<file path="src/rtl/fix_pkg.sv">
`default_nettype none
// ============================================================================
// Module      : fix_pkg
// Description : Shared FIX framing constants, transmit emitter state type and
//               checksum digit conversion helper.
// Revision    : 1.0 - initial release
// ============================================================================
package fix_pkg;

    localparam logic [7:0] SOH_C   = 8'h01;
    localparam logic [7:0] SEP_C   = 8'h3D;
    localparam logic [7:0] ASCII_0 = 8'h30;

    typedef enum logic [3:0] {
        ST_TAG   = 4'd0,
        ST_EQ    = 4'd1,
        ST_VAL   = 4'd2,
        ST_SOH   = 4'd3,
        ST_C1    = 4'd4,
        ST_C0    = 4'd5,
        ST_CEQ   = 4'd6,
        ST_D2    = 4'd7,
        ST_D1    = 4'd8,
        ST_D0    = 4'd9,
        ST_CSOH  = 4'd10,
        ST_FLUSH = 4'd11
    } fix_tx_state_t;

    // Three zero-padded ASCII digits {hundreds, tens, ones} of an 8-bit sum.
    function automatic logic [23:0] cksum_digits(input logic [7:0] sum);
        logic [7:0] hund;
        logic [7:0] rem;
        logic [7:0] tens;
        logic [7:0] ones;
        if (sum >= 8'd200) begin
            hund = 8'd2;
        end else if (sum >= 8'd100) begin
            hund = 8'd1;
        end else begin
            hund = 8'd0;
        end
        rem  = sum - (hund * 8'd100);
        tens = rem / 8'd10;
        ones = rem - (tens * 8'd10);
        return {ASCII_0 + hund, ASCII_0 + tens, ASCII_0 + ones};
    endfunction

endpackage
`default_nettype wire

</file>
<file path="src/rtl/fix_byte_packer.sv">
`default_nettype none
// ============================================================================
// Module      : fix_byte_packer
// Description : Packs a byte stream into 32-bit words, lane 0 first. A word is
//               issued when four lanes are full or the message's last byte
//               arrives; the output register holds under backpressure.
// Revision    : 1.0 - initial release
// ============================================================================
module fix_byte_packer
    import fix_pkg::*;
(
    input  logic        clk,
    input  logic        rst,
    input  logic        i_push,
    input  logic [7:0]  i_byte,
    input  logic        i_last,
    output logic        o_ready,
    output logic        o_valid,
    input  logic        i_ready,
    output logic [31:0] o_data,
    output logic [2:0]  o_nbytes,
    output logic        o_last
);

    logic [1:0]  r_cnt;
    logic [31:0] r_acc;
    logic        r_valid;
    logic [31:0] r_data;
    logic [2:0]  r_nbytes;
    logic        r_last;

    logic        w_accept;
    logic        w_load;
    logic [31:0] w_word;

    // A new byte can enter whenever the output register is empty or draining.
    assign o_ready  = !r_valid || i_ready;
    assign w_accept = i_push && o_ready;
    assign w_load   = w_accept && ((r_cnt == 2'd3) || i_last);
    assign w_word   = r_acc | ({24'd0, i_byte} << {r_cnt, 3'b000});

    assign o_valid  = r_valid;
    assign o_data   = r_data;
    assign o_nbytes = r_nbytes;
    assign o_last   = r_last;

    // Lane accumulation and output register; a load may coincide with handoff.
    always_ff @(posedge clk) begin
        if (!rst) begin
            r_cnt    <= 2'd0;
            r_acc    <= 32'd0;
            r_valid  <= 1'b0;
            r_data   <= 32'd0;
            r_nbytes <= 3'd0;
            r_last   <= 1'b0;
        end else if (w_load) begin
            r_valid  <= 1'b1;
            r_data   <= w_word;
            r_nbytes <= {1'b0, r_cnt} + 3'd1;
            r_last   <= i_last;
            r_cnt    <= 2'd0;
            r_acc    <= 32'd0;
        end else begin
            if (w_accept) begin
                r_acc <= w_word;
                r_cnt <= r_cnt + 2'd1;
            end
            if (r_valid && i_ready) begin
                r_valid <= 1'b0;
            end
        end
    end

endmodule
`default_nettype wire

</file>
<file path="src/rtl/fix_serializer.sv">
`default_nettype none
// ============================================================================
// Module      : fix_serializer
// Description : FIX transmit framer. Inserts '=' after tags and SOH after
//               values, optionally appends the "10=NNN<SOH>" checksum trailer
//               at end of message, and packs the bytes into 32-bit words.
// Revision    : 1.0 - initial release
// ============================================================================
module fix_serializer
    import fix_pkg::*;
#(
    parameter logic CKSUM_EN = 1'b1
) (
    input  logic        clk,
    input  logic        rst,
    input  logic        in_valid,
    output logic        in_ready,
    input  logic [7:0]  in_byte,
    input  logic        in_last,
    input  logic        in_eom,
    output logic        out_valid,
    input  logic        out_ready,
    output logic [31:0] out_data,
    output logic [2:0]  out_nbytes,
    output logic        out_last
);

    fix_tx_state_t r_state;
    logic          r_run;
    logic          r_eom;
    logic [7:0]    r_sum;
    logic [23:0]   r_digits;

    logic          w_pk_ready;
    logic          w_pass;
    logic          w_push;
    logic [7:0]    w_byte;
    logic          w_last;
    logic          w_fire;
    logic          w_sum_en;

    // Input bytes flow only in the pass-through states and only after reset.
    assign w_pass   = (r_state == ST_TAG) || (r_state == ST_VAL);
    assign in_ready = r_run && w_pass && w_pk_ready;
    assign w_fire   = w_push && w_pk_ready;
    assign w_sum_en = w_fire && ((r_state == ST_TAG) || (r_state == ST_EQ) ||
                                 (r_state == ST_VAL) || (r_state == ST_SOH));

    // Byte source select: pass-through input or an inserted/trailer byte.
    always_comb begin
        w_push = 1'b0;
        w_byte = 8'h00;
        w_last = 1'b0;
        case (r_state)
            ST_TAG, ST_VAL: begin
                w_push = in_valid && in_ready;
                w_byte = in_byte;
            end
            ST_EQ: begin
                w_push = 1'b1;
                w_byte = SEP_C;
            end
            ST_SOH: begin
                w_push = 1'b1;
                w_byte = SOH_C;
                w_last = r_eom && !CKSUM_EN;
            end
            ST_C1: begin
                w_push = 1'b1;
                w_byte = ASCII_0 + 8'd1;
            end
            ST_C0: begin
                w_push = 1'b1;
                w_byte = ASCII_0;
            end
            ST_CEQ: begin
                w_push = 1'b1;
                w_byte = SEP_C;
            end
            ST_D2: begin
                w_push = 1'b1;
                w_byte = r_digits[23:16];
            end
            ST_D1: begin
                w_push = 1'b1;
                w_byte = r_digits[15:8];
            end
            ST_D0: begin
                w_push = 1'b1;
                w_byte = r_digits[7:0];
            end
            ST_CSOH: begin
                w_push = 1'b1;
                w_byte = SOH_C;
                w_last = 1'b1;
            end
            default: begin
                w_push = 1'b0;
            end
        endcase
    end

    // Emitter FSM with running checksum; every state advances on a fired byte.
    always_ff @(posedge clk) begin
        if (!rst) begin
            r_state  <= ST_TAG;
            r_run    <= 1'b0;
            r_eom    <= 1'b0;
            r_sum    <= 8'd0;
            r_digits <= 24'd0;
        end else begin
            r_run <= 1'b1;
            if (w_sum_en) begin
                r_sum <= r_sum + w_byte;
            end
            case (r_state)
                ST_TAG: begin
                    if (w_fire && in_last) r_state <= ST_EQ;
                end
                ST_EQ: begin
                    if (w_fire) r_state <= ST_VAL;
                end
                ST_VAL: begin
                    if (w_fire && in_last) begin
                        r_eom   <= in_eom;
                        r_state <= ST_SOH;
                    end
                end
                ST_SOH: begin
                    if (w_fire) begin
                        if (!r_eom) begin
                            r_state <= ST_TAG;
                        end else if (CKSUM_EN) begin
                            // The SOH being emitted now is the last summed byte.
                            r_digits <= cksum_digits(r_sum + SOH_C);
                            r_state  <= ST_C1;
                        end else begin
                            r_state <= ST_FLUSH;
                        end
                    end
                end
                ST_C1: begin
                    if (w_fire) r_state <= ST_C0;
                end
                ST_C0: begin
                    if (w_fire) r_state <= ST_CEQ;
                end
                ST_CEQ: begin
                    if (w_fire) r_state <= ST_D2;
                end
                ST_D2: begin
                    if (w_fire) r_state <= ST_D1;
                end
                ST_D1: begin
                    if (w_fire) r_state <= ST_D0;
                end
                ST_D0: begin
                    if (w_fire) r_state <= ST_CSOH;
                end
                ST_CSOH: begin
                    if (w_fire) r_state <= ST_FLUSH;
                end
                ST_FLUSH: begin
                    // Hold input off until the message's final word is taken.
                    if (out_valid && out_ready && out_last) begin
                        r_state <= ST_TAG;
                        r_sum   <= 8'd0;
                        r_eom   <= 1'b0;
                    end
                end
                default: begin
                    r_state <= ST_TAG;
                end
            endcase
        end
    end

    fix_byte_packer u_packer (
        .clk      (clk),
        .rst      (rst),
        .i_push   (w_push),
        .i_byte   (w_byte),
        .i_last   (w_last),
        .o_ready  (w_pk_ready),
        .o_valid  (out_valid),
        .i_ready  (out_ready),
        .o_data   (out_data),
        .o_nbytes (out_nbytes),
        .o_last   (out_last)
    );

endmodule
`default_nettype wire

</file>
<file path="config.mk">
export PLATFORM = sky130hd
export DESIGN_NAME = fix_serializer
export DESIGN_NICKNAME = d
export VERILOG_FILES = /design/src/rtl/fix_pkg.sv /design/src/rtl/fix_byte_packer.sv /design/src/rtl/fix_serializer.sv
export SDC_FILE = /design/constraint.sdc
export NUM_CORES = 1
export LEC_CHECK = 0
export ABC_AREA = 1
export CAP_MARGIN = 10
export CORE_MARGIN = 2
export CORE_UTILIZATION = 40
export DETAILED_ROUTE_END_ITERATION = 10
export MAX_ROUTING_LAYER = met4
export SLEW_MARGIN = 25
export SYNTH_ARGS = -nofsm -noshare
export SYNTH_HDL_FRONTEND = slang
export SYNTH_SLANG_ARGS = --single-unit
</file>
<file path="constraint.sdc">
create_clock -name clk -period 17.6 [get_ports clk]
set_input_delay 1.76 -clock clk [delete_from_list [all_inputs] [get_ports clk]]
set_output_delay 1.76 -clock clk [all_outputs]
set_load 0.05 [all_outputs]
</file>
==> results of run 1 <==
flip-flops by register name, summed over array words and instances (netlist names):
register / flops
r_sum: 8
r_digits: 17
r_state: 4
u_packer.r_cnt: 2
r_run: 1
u_packer.r_acc: 32
u_packer.o_valid: 1
u_packer.o_nbytes: 3
u_packer.o_data: 32
u_packer.o_last: 1
r_eom: 1
logic make-up after synthesis:
family,after synthesis
buffers and inverters,181
AOI/OAI and AO/OA,193
and+or+nand+nor,243
xor gates and xnor gates,13
DFF,102
adders and majority gates,35
how the worst min path moves through the flow:
stage | to | slack [ns] | cells past startpoint
finish | u_packer.r_acc[28]$_SDFFE_PP0P_ | 0.45 | 2
floorplan | u_packer.r_acc[0]$_SDFFE_PP0P_ | 0.43 | 2
global route | u_packer.r_acc[26]$_SDFFE_PP0P_ | 0.48 | 2
detailed placement | u_packer.r_acc[8]$_SDFFE_PP0P_ | 0.44 | 2
CTS | u_packer.r_acc[24]$_SDFFE_PP0P_ | 0.46 | 2
global placement | u_packer.r_acc[17]$_SDFFE_PP0P_ | 0.44 | 2
cells in the mapped netlist (all sizes together) (7+ instances only):
master	n	area (µm²)
inv	156	586
nand2	146	616
dfxtp	102	2040
o21ai	84	420
nor2	52	203
a21oi	45	233
a211oi	31	233
ha	31	388
nand3	30	210
clkbuf	18	67.6
o21bai	10	75.1
buf	7	36.3
xor2	7	76.3
metal layers:
| layer | track usage (%) | wire, µm |
|---|---|---|
| met5 | - | 0 |
| met4 | 5.89 | 260 |
| met3 | 4.07 | 523 |
| met2 | 29.1 | 5830 |
| met1 | 26.4 | 6700 |
cell type report:
cell class	instances	area (µm²)
multi-input combinational	484	2850
clock buffer	12	246
timing repair buffer	53	526
fill	1389	7270
clock inverter	3	21.3
inverter	156	586
tap	180	225
sequential	102	2040
through the flow:
| step | hold slack (ns) | worst slack, ns | area [µm²] | cells | util, % |
|---|---|---|---|---|---|
| final | 0.454 | 10.85 | 6500 | 990 | 47.2 |
| after global routing | 0.481 | 10.23 | 6500 | 990 | 47.2 |
| after CTS | 0.456 | 10.86 | 6500 | 990 | 47.2 |
| after detailed placement | 0.444 | 10.90 | 6230 | 975 | 45.2 |
| after global placement | 0.436 | 11.20 | 6230 | 975 | 45.2 |
| after floorplan | 0.427 | 11.54 | 5590 | 767 | - |
critical path, delay by kind of cell, from the launching register on:
family	cells	cell delay, ns
AND/OR/NAND/NOR	22	2.27
XOR/XNOR	2	0.32
buffers and inverters	7	0.43
flip-flops	1	0.44
adder cells (fa/ha/maj)	9	2.56
AO/OA/AOI/OAI	4	0.62
placed cells by master (no fill, tap or decap), types with 10 or more instances in the layout:
cell type and count:
inv_1 153, nand2_1 125, dfxtp_1 102, o21ai_0 80
nor2_1 51, clkdlybuf4s50_1 51, a21oi_1 43, a211oi_1 31
ha_1 31, nand3_1 21, nand2_2 18, o21bai_1 10
==> flow_summary.json, run 1 <==
{
  "synth_cells": 767,
  "critical_path_class": "reg2reg",
  "worstSetupEndpoint": "r_digits[7]$_SDFFE_PN0P_",
  "outcome": "finished clean",
  "clock_latency_ns": 0.35,
  "timing.fmax_ghz": 0.148,
  "synthSimpleGateAreaFrac_pct": 20.1,
  "routabilityCongestion": 0.931,
  "grt_max_degree": 41,
  "synthAdderAreaFrac_pct": 8.38,
  "fin_tns_setup_ns": 0,
  "grt_pass1_wl_mm": 22.4,
  "die_w_um": 122,
  "path_common_cell": "ha_1",
  "syn_area_mm2": 0.00559,
  "syn-num-nets": 816,
  "grt_pass1_vias": 4680,
  "clock_path_buffers": 2,
  "htreeDepth": 3,
  "worst_pin_slew_ns": 0.868,
  "slowest_delay_ns": 0.47,
  "crit_path_top_delay_cell": "fa_1",
  "cp-start-kind": "flop",
  "dieHeight_um": 122,
  "cap_violations": 0,
  "start_util_pct": 40.6,
  "hold_buffers": 0,
  "synth_xor_area_share_pct": 2.31,
  "via_per_inst": 4.98,
  "wl_per_cell_um": 13.4,
  "ctsResizeCount": 0,
  "worstHoldPathType": "reg2reg",
  "root_buffer": "clkbuf_16",
  "drc_errors": 0,
  "cts_buffers": 9,
  "globalRouteOverflowTotal": 0,
  "rsz0062_at_grt": "no",
  "antenna_found_initial": 0,
  "finalHoldViolations": 0,
  "synth_compound_area_share_pct": 20.3,
  "fp.coreArea_mm2": 0.0138,
  "port_buffers": 51,
  "worstSetupStartpoint": "r_sum[1]$_SDFF_PN0_",
  "detail-route-antenna-nets": 0,
  "post-cts-setup-buffer-count": 0,
  "clock_sinks": 102,
  "crit_fanout": 7,
  "tritoncts": "done",
  "wirelength_mm": 13.3,
  "drv_slew": 0,
  "crit_required_ns": 17.84,
  "ys_ff_latch": 102,
  "vias": 4933,
  "fin_skew_ns": 0.00780,
  "hpwl_mm": 9.83,
  "fin_crit_ns": 6.75,
  "endpoint_kind": "flop",
  "ys.flop_type": "dfxtp_1",
  "cts.clk_slew.worst_paths_ns": 0.07,
  "grt_usage_pct": 19.4,
  "io_pins": 52,
  "yosys_warnings": 0,
  "relSlewSlack_pct": 42.0,
  "synth_edf_count": 0,
  "synth_top_family_by_area": "compound AO/OA/AOI/OAI gates",
  "drtIter0Drc": 343,
  "r2r-end": "r_digits[7]$_SDFFE_PN0P_",
  "syn_area_per_cell_um2": 7.28,
  "synthMuxAreaShare_pct": 0,
  "r2r_slack_ns": 10.85,
  "async_reset_ff_share_pct": 0,
  "fin_nets": 855,
  "layout_worst_path_cycle_share_pct": 38.4,
  "area_delta_synth_final_pct": 16.4,
  "setup_viol": 0,
  "drt_first_pass_iters": 5,
  "rr_worst_depth": 44,
  "seq_area_frac_synth_pct": 36.6,
  "insertedDiodeCount": 0,
  "drive_above_1_share_pct": 6.79,
  "ys_types": 41,
  "worstHoldStart": "u_packer.r_acc[28]$_SDFFE_PP0P_",
  "crit_arrival_ns": 6.99,
  "reg2reg_from": "r_sum[1]$_SDFF_PN0_",
  "dieArea_mm2": 0.0149,
  "rows": 43
}
Power of run 1 is left out: the tool's default activity adds up to more than one toggle a clock period on the data nets, which glitch-free logic cannot reach.
==> run 2, diff against run 1 <==
==> constraint.sdc (replaced) <==
create_clock -name clk -period 6.8 [get_ports clk]
set_input_delay 0.68 -clock clk [delete_from_list [all_inputs] [get_ports clk]]
set_output_delay 0.68 -clock clk [all_outputs]
set_load 0.05 [all_outputs]
==> run 2 against run 1 <==
Effect of this change: register-to-register slack worse by 10 ns; largest cell class unchanged; highest routed layer unchanged; sequential cell count is the same; worst setup slack lost 10 ns; non-clock buffer count rose by 1; maximum frequency up 5.9%; utilization rose by 0.61 points; clock skew increased by 0.0020 ns; global-route usage is 0.54 points lower.
==> flow_summary.json, run 2 (synthesis gave the netlist of run 1 again) <==
{
  "outcome": "finished clean",
  "drive_above_1_share_pct": 8.50,
  "clock_latency_ns": 0.34,
  "crit_fanout": 7,
  "dp_slack_ns": 0.0976,
  "fp.coreArea_mm2": 0.0138,
  "endpoint_kind": "flop",
  "clock_path_buffers": 2,
  "dr_wl_met3_um": 509,
  "path_common_cell": "nand2_1",
  "io_pins": 52,
  "worst_pin_slew_ns": 0.890,
  "final_common_cell": "inv_1",
  "cts_buffers": 9,
  "ff_latch_area_mm2": 0.00205,
  "crit_arrival_ns": 6.61,
  "fillCellCount": 1396,
  "timing.fmax_ghz": 0.157,
  "dieHeight_um": 122,
  "grt_pass1_wl_mm": 22.1,
  "die_w_um": 122,
  "placed_area_mm2": 0.00623,
  "antenna_found_initial": 0,
  "root_buffer": "clkbuf_16",
  "slowest_delay_ns": 0.47,
  "wl_per_cell_um": 13.6,
  "drv_slew": 0,
  "worstHoldPathType": "reg2reg",
  "setup_viol": 0,
  "fin_crit_ns": 6.38,
  "drc_errors": 0,
  "fin_area_mm2": 0.00658,
  "routabilityCongestion": 0.932,
  "finalHoldViolations": 0,
  "rows": 43,
  "start_util_pct": 40.6,
  "area_delta_synth_final_pct": 17.9,
  "tritoncts": "done",
  "grt_usage_pct": 18.9,
  "layout_setup_ws_ns": 0.422,
  "port_buffers": 51,
  "met2WireLength_mm": 6.13,
  "vias": 4963,
  "fin_nets": 856,
  "cap_violations": 0,
  "drtIter0Drc": 398,
  "clock_sinks": 102,
  "crit_path_top_delay_cell": "fa_1",
  "cp-start-kind": "flop",
  "fin_skew_ns": 0.00976,
  "htreeDepth": 3,
  "wirelength_mm": 13.5,
  "grt_max_degree": 41,
  "grt_pass1_vias": 4683,
  "detail-route-antenna-nets": 0,
  "globalRouteOverflowTotal": 0,
  "final_util_pct": 47.8,
  "layout_worst_path_cycle_share_pct": 93.8,
  "relSlewSlack_pct": 40.5,
  "drt_first_pass_iters": 4,
  "critical_path_class": "reg2reg",
  "cts.clk_slew.worst_paths_ns": 0.07,
  "hpwl_mm": 9.85,
  "dieArea_mm2": 0.0149,
  "met1_length_mm": 6.70,
  "via_per_inst": 5.00,
  "layout_common_cells": "153 x inv_1, 125 x nand2_1, 98 x dfxtp_1, 80 x o21ai_0, 51 x clkdlybuf4s50_1",
  "multi_input_area_mm2": 0.00290,
  "crit_required_ns": 7.03,
  "top_layer": "met4",
  "insertedDiodeCount": 0
}
==> run 2: path summary, 6_finish.rpt <==
kind / startpoint / endpoint / slack [ns] / depth (start not counted)
worst max register to register: r_sum[0]$_SDFF_PN0_ / r_digits[7]$_SDFFE_PN0P_ / 0.42 / 47
worst min register to register: u_packer.r_acc[8]$_SDFFE_PP0P_ / u_packer.r_acc[8]$_SDFFE_PP0P_ / 0.45 / 2
worst min-delay path: u_packer.r_acc[8]$_SDFFE_PP0P_ / u_packer.r_acc[8]$_SDFFE_PP0P_ / 0.45 / 2
worst max-delay path: r_sum[0]$_SDFF_PN0_ / r_digits[7]$_SDFFE_PN0P_ / 0.42 / 47
==> run 2: final cells by class <==
| cell class | instances | share of cell area (%) |
|---|---|---|
| Inverter | 156 | 8.89 |
| Sequential cell | 102 | 31.2 |
| Clock buffer | 11 | 3.84 |
| Clock inverter | 5 | 0.608 |
| Tap cell | 180 | 3.42 |
| Timing Repair Buffer | 54 | 8.10 |
| Multi-Input combinational cell | 484 | 44.0 |
==> run 2: critical path, delay by kind of cell, from the launching register on <==
family	cells	cell delay [ns]
compound gates	4	0.52
xor+xnor	2	0.30
fa+ha+maj	9	2.40
buf+inv	7	0.45
flops	1	0.39
simple gates	25	2.20
==> run 2: timing repair <==
action / CTS / global route
resized for setup: 0 / 13
endpoints found under the setup margin: 0 / 3
setup buffers: 0 / 1
endpoints found under the hold margin: 0 / 0
hold buffers: 0 / 0
==> run 2: stage by stage <==
stage | TNS, ns | instances | hold slack [ns]
6_report | 0 | 992 | 0.454
4_1_cts | 0 | 991 | 0.456
3_3_place_gp | 0 | 975 | 0.436
3_5_place_dp | 0 | 975 | 0.444
5_1_grt | -0.0352 | 992 | 0.469
2_1_floorplan | 0 | 767 | 0.427
==> run 2: metal layers <==
layer	track usage (%)	vias to the layer above
li1	-	2560
met1	25.3	2311
met2	29.3	80
met3	3.46	12
met4	4.96	0
met5	-	-
Power of run 2 is left out for the same reason.
==> RTL change (config.mk and constraints of run 2) <==
Change the parameter `CKSUM_EN` from 1'b1 to 1'b0.
--- a/src/rtl/fix_serializer.sv
+++ b/src/rtl/fix_serializer.sv
@@ -10,5 +10,5 @@
     import fix_pkg::*;
 #(
-    parameter logic CKSUM_EN = 1'b1
+    parameter logic CKSUM_EN = 1'b0
 ) (
     input  logic        clk,
Behaviour: not the same (Yosys sat finds a counterexample within 10 cycles, from zero or initial values and one cycle with rst low).
==> RTL change against run 2 <==
Maximum frequency grew 110%; count of clock-buffer cells in the layout grew 2; sequential cell count shrank 25; routed wire length shrank 42%; worst hold slack gained 0.017 ns; final area shrank 37%; setup slack gained 3.4 ns; register-to-register slack gained 4.2 ns; area after synthesis shrank 38%; first-iteration DRC count shrank 54%; critical path depth shrank 41.
==> RTL change: results <==
metrics = {
    "global_routing": {
        "gr-usage-met3": 0.0340,
        "met2_usage": 0.289,
        "track_usage": 0.184,
        "grt_pass1_wl_um": 14000,
        "grt_max_degree": 51,
    },
    "finish": {
        "drive_above_1_share": 0.0846,
        "multi_input_area_um2": 1500,
        "buf_share": 0.122,
        "seq_cell_count": 77,
        "multi_input_cells": 310,
        "inv_count": 54,
        "seq-cell-share": 0.373,
    },
    "setup_path": {
        "cp_slowest_cell": "clkdlybuf4s50_1",
        "slowest_delay_ns": 0.80,
        "reg2reg_from": "r_state[0]$_SDFFE_PN0P_",
        "worst-r2r-setup-slack_ns": 4.67,
        "crit_end": "in_ready",
        "cp_data_arrival_time_ns": 2.32,
    },
    "placed_design": {
        "hpwl_um": 5090,
        "pre_cts_slack_ns": 3.79,
    },
    "routing": {
        "dr_wl_met3_um": 345,
        "wl_per_cell_um": 12.8,
        "wl_met1_um": 3850,
    },
    "logic_synthesis": {
        "ys_seq_area_frac": 0.447,
        "synth.distinct_cells": 29,
    },
    "status": {
        "status": "finished clean",
    },
    "min_path": {
        "worst_hold_path.endpoint": "u_packer.r_acc[15]$_SDFFE_PP0P_",
        "hp-start": "u_packer.r_acc[15]$_SDFFE_PP0P_",
    },
    "timing": {
        "timing.hold.ws_ns": 0.470,
    },
}
==> RTL change: cell types whose count changed in the layout (fill, tap and decap cells not counted), moves of 11 or more <==
cell,before,now
nor2_1,49,82
nand2_1,125,75
nor3_2,0,12
nand3_1,21,63
nand2_2,18,3
inv_1,153,52
o21ai_1,4,18
clkbuf_8,2,13
o21ai_0,80,11
a211oi_1,31,0
dfxtp_1,98,77
ha_1,28,1
==> RTL change: cells by family after synthesis <==
| family | after synthesis | share of synthesized area |
|---|---|---|
| buffers and inverters | 80 | 0.118 |
| AOI/OAI and AO/OA | 63 | 0.0925 |
| DFF | 77 | 0.447 |
| adders and majority gates | 1 | 0.00363 |
| and+or+nand+nor | 246 | 0.339 |
==> RTL change: stage by stage <==
stage | util | area, um2 | instances
floorplan | - | 3450 | 467
global placement | 0.468 | 3880 | 597
detailed placement | 0.468 | 3880 | 597
CTS | 0.498 | 4130 | 613
global route | 0.498 | 4130 | 613
finish | 0.498 | 4130 | 613
